`config.mk`:
```
export PLATFORM = sky130hd
export DESIGN_NAME = issue_ctrl
export DESIGN_NICKNAME = d
export VERILOG_FILES = /design/src/rtl/issue_ctrl.sv
export SDC_FILE = /design/constraint.sdc
export NUM_CORES = 1
export LEC_CHECK = 0
export ABC_AREA = 1
export CAP_MARGIN = 30
export CELL_PAD_IN_SITES_DETAIL_PLACEMENT = 1
export CELL_PAD_IN_SITES_GLOBAL_PLACEMENT = 2
export CORE_MARGIN = 3
export CORE_UTILIZATION = 31
export CTS_BUF_LIST = sky130_fd_sc_hd__clkbuf_8
export DETAILED_ROUTE_END_ITERATION = 12
export PLACE_DENSITY = 0.81
export REMOVE_ABC_BUFFERS = 1
export SLEW_MARGIN = 10
export SYNTH_ARGS = -nofsm -noshare
export SYNTH_HDL_FRONTEND = slang
export SYNTH_SLANG_ARGS = --single-unit
```
`constraint.sdc`:
```
create_clock -name clk -period 10 [get_ports clk]
set_input_delay 2 -clock clk [delete_from_list [all_inputs] [get_ports clk]]
set_output_delay 2 -clock clk [all_outputs]
set_load 0.05 [all_outputs]
```
`src/rtl/issue_ctrl.sv`:
```
// In-order issue controller: register scoreboard with RAW/WAW stalls,
// branch-wait/flush sequencing and a saturating stall-cycle counter.
module issue_ctrl #(
    parameter int unsigned MAX_OUT = 4,
    parameter int unsigned CNT_W   = 32
) (
    input  logic             clk,
    input  logic             rst,
    input  logic             dec_valid,
    input  logic [4:0]       dec_rd,
    input  logic [4:0]       dec_rs1,
    input  logic [4:0]       dec_rs2,
    input  logic             dec_use_rs1,
    input  logic             dec_use_rs2,
    input  logic             dec_wr_rd,
    input  logic             dec_ctrl,
    output logic             dec_ready,
    output logic             iss_valid,
    input  logic             ex_ready,
    input  logic             wb_valid,
    input  logic [4:0]       wb_rd,
    input  logic             br_resolve,
    input  logic             br_taken,
    output logic             flush,
    output logic [CNT_W-1:0] stall_cycles
);

    localparam int unsigned OUT_W = $clog2(MAX_OUT + 1);

    typedef enum logic [1:0] {
        RUN     = 2'd0,
        BR_WAIT = 2'd1,
        FLUSH   = 2'd2
    } state_t;

    state_t           state, state_nxt;
    logic [31:0]      pend, pend_eff, pend_nxt;
    logic [OUT_W-1:0] out_cnt, out_cnt_eff, out_cnt_nxt;
    logic             wb_hit;
    logic             iss_wr;
    logic             hazard;

    // Scoreboard view with this cycle's writeback already applied (write-first RF).
    always_comb begin
        wb_hit      = wb_valid && (wb_rd != 5'd0) && pend[wb_rd];
        pend_eff    = pend;
        if (wb_hit) begin
            pend_eff[wb_rd] = 1'b0;
        end
        out_cnt_eff = out_cnt - OUT_W'(wb_hit);

        hazard = (dec_use_rs1 && (dec_rs1 != 5'd0) && pend_eff[dec_rs1])
              || (dec_use_rs2 && (dec_rs2 != 5'd0) && pend_eff[dec_rs2])
              || (dec_wr_rd && (dec_rd != 5'd0) && pend_eff[dec_rd])
              || (dec_wr_rd && (dec_rd != 5'd0) && (out_cnt_eff == OUT_W'(MAX_OUT)));

        dec_ready = !rst && (state == RUN) && !hazard && ex_ready;
        iss_valid = dec_valid && dec_ready;
        iss_wr    = iss_valid && dec_wr_rd && (dec_rd != 5'd0);

        // Set is applied after clear so a same-register set wins.
        pend_nxt = pend_eff;
        if (iss_wr) begin
            pend_nxt[dec_rd] = 1'b1;
        end
        out_cnt_nxt = out_cnt_eff + OUT_W'(iss_wr);
    end

    always_comb begin
        state_nxt = state;
        case (state)
            RUN: begin
                if (iss_valid && dec_ctrl) begin
                    state_nxt = BR_WAIT;
                end
            end
            BR_WAIT: begin
                if (br_resolve) begin
                    state_nxt = br_taken ? FLUSH : RUN;
                end
            end
            FLUSH:   state_nxt = RUN;
            default: state_nxt = RUN;
        endcase
    end

    always_ff @(posedge clk) begin
        if (rst) begin
            state        <= RUN;
            pend         <= 32'd0;
            out_cnt      <= '0;
            flush        <= 1'b0;
            stall_cycles <= '0;
        end else begin
            state   <= state_nxt;
            pend    <= pend_nxt;
            out_cnt <= out_cnt_nxt;
            flush   <= (state_nxt == FLUSH);
            if (dec_valid && !dec_ready && (stall_cycles != {CNT_W{1'b1}})) begin
                stall_cycles <= stall_cycles + CNT_W'(1);
            end
        end
    end

endmodule

```
Word-level counts from Yosys, hierarchy flattened:

Cells that the tools add are included.

* add/subtract/negate cells: 3
* magnitude comparators: 6
* equality and inequality tests: 4
* muxes and demuxes: 18
* bitwise operators: 3
* reduce and logical (&&, ||, !) cells: 31

Operators by type and width (count)
* $mux 32: 2
* $add 32x1->32 const B: 1
* $and 32x32->32: 1
* $ne 32x32->1 const B: 1
* $not 32->32: 1
* $or 32x32->32: 1
* $lt 5x6->1 const B: 4
* $bmux 1 s5: 4
* $logic_and 1x1->1: 20
* $reduce_bool 5->1: 4
* $demux 1 s5: 2
* $ge 5x1->1 const B: 2
* $mux 1: 6
* $mux 2: 3
* $pmux 2 s2: 1
* $add 3x1->3: 1
* $eq 3x3->1 const B: 1
* $logic_not 1->1: 3
* $logic_or 1x1->1: 3
* $sub 3x1->3: 1
* $eq 2x1->1 const B: 1
* $eq 2x2->1 const B: 1
* $logic_not 2->1: 1

* register bits: 70
* bits of input ports: 31
* logic and storage cells: 70

Longest topological paths before layout:

* word-level depth: 21
* gate-level depth with buffers: 29
* depth with buffers taken out: 26

Worst setup path after synthesis:

No wires, ideal clock.

* path kind: input-to-output
* start point: in wb_rd[0]
* end point: out iss_valid
* arrival time: 4.572 ns
* setup slack: 3.428 ns
* stages: 21
* buffers on the path: 2
* cells stage by stage: buf_2 nand2_1 o21ai_0 nand2_1 nand2_1 nand2_1 nand2_1 nor2_1 nand2_2 nand2_4 buf_4 inv_1 ha_1 ha_1 xnor2_1 nor2_1 nand2_1 nand2_1 nand2_1 nand4_2 nor2_1

* longest elaborated chain between the ends: 17
* elaborated cells on any way between the ends: 32

Ends and longest elaborated chain
* start, declared: RTL line 21 `input logic [4:0] wb_rd,`
* $lt 5x6->1 (implied by the code) or $ge 5x1->1 (tied branches): RTL line 48 `pend_eff[wb_rd] = 1'b0;`
* $logic_and 1x1->1 (implied by the code): RTL line 48
* $mux 1 (implied by the code): RTL line 48
* $demux 1 s5: RTL line 48
* $not 32->32 (no source line)
* $and 32x32->32 (no source line)
* $mux 32: RTL line 47 `if (wb_hit) begin`
* $bmux 1 s5 (on tied branches): RTL line 52, 53
* $mux 1 (on tied branches): RTL line 52, 53
* $logic_and 1x1->1 (on tied branches): RTL line 52, 53
* $logic_or 1x1->1: RTL line 53 `|| (dec_use_rs2 && (dec_rs2 != 5'd0) && pend_eff[dec_rs2])`
* $logic_or 1x1->1: RTL line 54 `|| (dec_wr_rd && (dec_rd != 5'd0) && pend_eff[dec_rd])`
* $logic_or 1x1->1 (*): RTL line 55 `|| (dec_wr_rd && (dec_rd != 5'd0) && (out_cnt_eff == OUT_W'(MAX_OUT)));`
* $logic_not 1->1 (*): RTL line 57 `dec_ready = !rst && (state == RUN) && !hazard && ex_ready;`
* $logic_and 1x1->1 (*) (2 in series): RTL line 57
* $logic_and 1x1->1 (*): RTL line 58 `iss_valid = dec_valid && dec_ready;`
* end, declared: RTL line 18 `output logic iss_valid,`

Mark *: on every way between the ends. The rest lies on a longest branch, timed or not. The select of a mux whose other input is x is not followed.

Final worst setup path:

* start point: in wb_rd[0]
* end point: out dec_ready

* longest elaborated chain between the ends: 16
* elaborated cells on any way between the ends: 31

Ends and longest elaborated chain
* $lt 5x6->1 (implied by the code) or $ge 5x1->1 (tied branches): RTL line 48
* $logic_and 1x1->1 (implied by the code): RTL line 48
* $mux 1 (implied by the code): RTL line 48
* $demux 1 s5: RTL line 48
* $not 32->32 (no source line)
* $and 32x32->32 (no source line)
* $mux 32: RTL line 47
* $bmux 1 s5 (on tied branches): RTL line 52, 53
* $mux 1 (on tied branches): RTL line 52, 53
* $logic_and 1x1->1 (on tied branches): RTL line 52, 53
* $logic_or 1x1->1: RTL line 53
* $logic_or 1x1->1: RTL line 54
* $logic_or 1x1->1 (*): RTL line 55
* $logic_not 1->1 (*): RTL line 57
* $logic_and 1x1->1 (*) (2 in series): RTL line 57
* end, declared: RTL line 17 `output logic dec_ready,`

Marks and branches as above.

==> flow_summary.yaml <==
timing:
  tightest_slew_ns: 0.966
  clock_skew_ns: 0.0113
  finalHoldViolations: 0
  setup_viol: 0
  timing.fmax_mhz: 112
  rsz0062_at_grt: "no"
  finalCritPeriodShare_pct: 88.9
  slew_violations: 0
  slew-limit-headroom_pct: 35.5
  fin_tns_setup_ns: 0
  period_needed_ns: 8.89
clock_tree:
  clockBufferDepth: 2
  hold_buffers: 0
  cts_sinks: 70
  worstSkewPairLatency_ns: 0.36
  worst_setup_hold_path_clk_slew_ns: 0.08
  cts_tree: "yes"
  cts_setup_buffers: 0
  cts-root-buf: "clkbuf_8"
  cts_made_buffers: 9
  htreeDepth: 3
  cts_resized: 0
floorplanning:
  pin_count: 66
  rows: 48
  core_region_area_sq_mm: 0.0175
  die_h_um: 141
  die_width_um: 141
  fp.dieArea_sq_mm: 0.0199
  initial_core_util_pct: 32.2
worst_hold_path:
  holdPathEnd: "state[1]"
  hold_path_startpoint: "state[1]"
  hp-class: "flop to flop"
  worst_hold_path.num_cells: 1
critical_path:
  cpMostUsedCell: "nand2_1"
  r2r_end: "stall_cycles[1]"
  reg2reg_from: "pend[0]"
  r2r_slack_ns: 5.61
  rr_worst_depth: 24
  cp_slowest_cell: "clkdlybuf4s50_1"
  worst-setup-path-type: "input pin to primary output"
  crit_path_max_incr_delay_ns: 0.87
  path_cells: "clkdlybuf4s50_1, inv_2, nand2_1, nand2_1, nand2_1, nand2_1, nand2_1, nand2_1, nor2_1, nand2_2, nand2_4, inv_1, ha_1, ha_1, xnor2_1, nor2_1, nand2_1, nand2_1, nand2_1, nand3_1, nor2_2, buf_4, clkdlybuf4s50_1"
  arrival_ns: 6.89
  path_max_fanout: 32
  worstSetupEndpointType: "primary output"
  critPathBufInv: 5
  cp.required_ns: 8.00
  crit_family: "buffers and inverters"
  start_kind: "input pin"
yosys:
  synthCells: 984
  yosysTopAreaCell: "dfxtp_1"
  ys_seq_elements: 70
  yosysSeqAreaShare_pct: 24.8
  netlist.area_leader.share_pct: 24.8
  netlist_top_cells_area: "dfxtp_1, nand2_1, nand3_1"
  netlist_area_sq_mm: 0.00565
  synth_cell_type_count: 29
  syn-mean-instance-area_sq_um: 5.74
  yosysWarningCount: 0
job:
  drv_cap: 0
grt:
  grt-ovfl-total: 0
  track_usage_pct: 23.4
  grt_first_pass_wirelength_um: 37500
  grt_max_degree: 67
  antenna_found_initial: 0
  grt_pass1_vias: 6795
run_status:
  status: "finished, final reports clean"
layout:
  layout.cells.most_common: "nand2_1"
  final_area_sq_mm: 0.00665
  area_growth_pct: 17.7
  nets: 1057
  n_antenna_cell: 0
  drive_above_1_share_pct: 2.92
  final_cell_mix: "nand2_1, nand3_1, inv_1"
routing:
  drt_first_iter_violations: 358
  num_vias: 6645
  viasPerCell: 5.31
  antenna_left: 0
  drc: 0
  wl_um: 23100
  avgRoutedWirePerCell_um: 18.5
  dr.pass1.iters: 5
placed_design:
  place.gp.congestion: 0.882
  place_area_sq_mm: 0.00640
  place_hpwl_um: 17900
  io_buffers: 65
pwr:
  peakVddDrop_uv: 48.4
  p_leak_uw: 0.00255
  powerDensity_mw_per_mm2: 96.8
-- worst register-to-register path, stage by stage (launching register included) --
cell     delay, ns
dfxtp_1       0.36
inv_1         0.12
o21ai_0       0.18
nand2_1       0.08
nand2_1       0.06
nand2_1       0.06
nand2_1       0.06
nor2_1        0.04
nand2_2       0.44
nand2_4       0.33
nand2_1       0.20
nand2_1       0.14
nand2_1       0.09
nand2_1       0.05
o21ai_1       0.26
nand2_1       0.09
nor2_1        0.09
nand2_1       0.06
nand2_1       0.07
nand2_1       0.09
nand4_2       0.17
buf_4         0.35
nand2_2       0.49
o21ai_0       0.36
nor2_1        0.06
-- Yosys cell counts, drive strengths merged --
library cell,instances
or3,1
inv,101
nand4,40
buf,29
xor2,24
clkbuf,17
nor2,81
ha,5
a21oi,65
nor3,37
xnor2,8
nor3b,1
dfxtp,70
nand2,279
clkinv,2
o211ai,5
o31ai,1
nand3,169
nor4,6
o21ai,43
-- cell families (layout without fill, tap and decap cells) --
group / count (synthesis) / in the layout / share of synthesized area (%)
and+or+nand+nor: 614 / 614 / 47.9
xor gates and xnor gates: 32 / 32 / 4.96
AOI/OAI and AO/OA: 114 / 114 / 10.4
DFF: 70 / 70 / 24.8
buffers and inverters: 149 / 191 / 10.9
adders and majority gates: 5 / 5 / 1.11
-- where the power goes --
part           leakage (uW)  internal [uW]  switching (uW)
Combinational       0.00188           31.1            78.8
Clock              0.000105            136             116
Sequential         0.000564            280            2.01
Total               0.00255            447             197
-- worst max-delay path by stage --
stage          cells past startpoint      from  slack [ns]         to
2_1_floorplan                     15  wb_rd[4]        2.71  iss_valid
3_3_place_gp                      21  wb_rd[1]        1.13  dec_ready
3_5_place_dp                      23  wb_rd[0]        1.12  dec_ready
4_1_cts                           23  wb_rd[0]        1.07  dec_ready
5_1_grt                           23  wb_rd[0]        0.59  dec_ready
6_report                          23  wb_rd[0]        1.11  dec_ready
-- area by class of cell --
cell class                      count  area [sq um]
Sequential cell                    70          1400
Multi-Input combinational cell    765          3630
Tap cell                          225           282
Timing Repair Buffer               72           726
Clock buffer                       12           165
Fill cell                        2377         10900
Inverter                          103           387
Clock inverter                      4          53.8
-- registers in the layout, indices dropped and copies added, names as in the netlist --
register      count
pend             32
state             2
flush             1
out_cnt           3
stall_cycles     32
-- metal layers --
layer	vias up	share of wire, %	track usage [%]
met5	-	0	0
met4	0	2.0	6.94
met3	26	3.2	1.87
met2	169	47	39.8
met1	3124	48	31.7
li1	3326	-	-
-- per-stage QoR --
stage          instances  total power, uW  hold slack (ns)  worst slack [ns]  util (%)
4_1_cts             1250              650            0.486              1.07      37.7
6_report            1251              644            0.480              1.11      37.9
3_5_place_dp        1234              396            0.475              1.12      36.5
3_3_place_gp        1233              396            0.462              1.13      36.4
2_1_floorplan        938              340            0.440              2.71         -
5_1_grt             1251              671            0.496             0.586      37.9
Power figures use the tool's default switching activity.
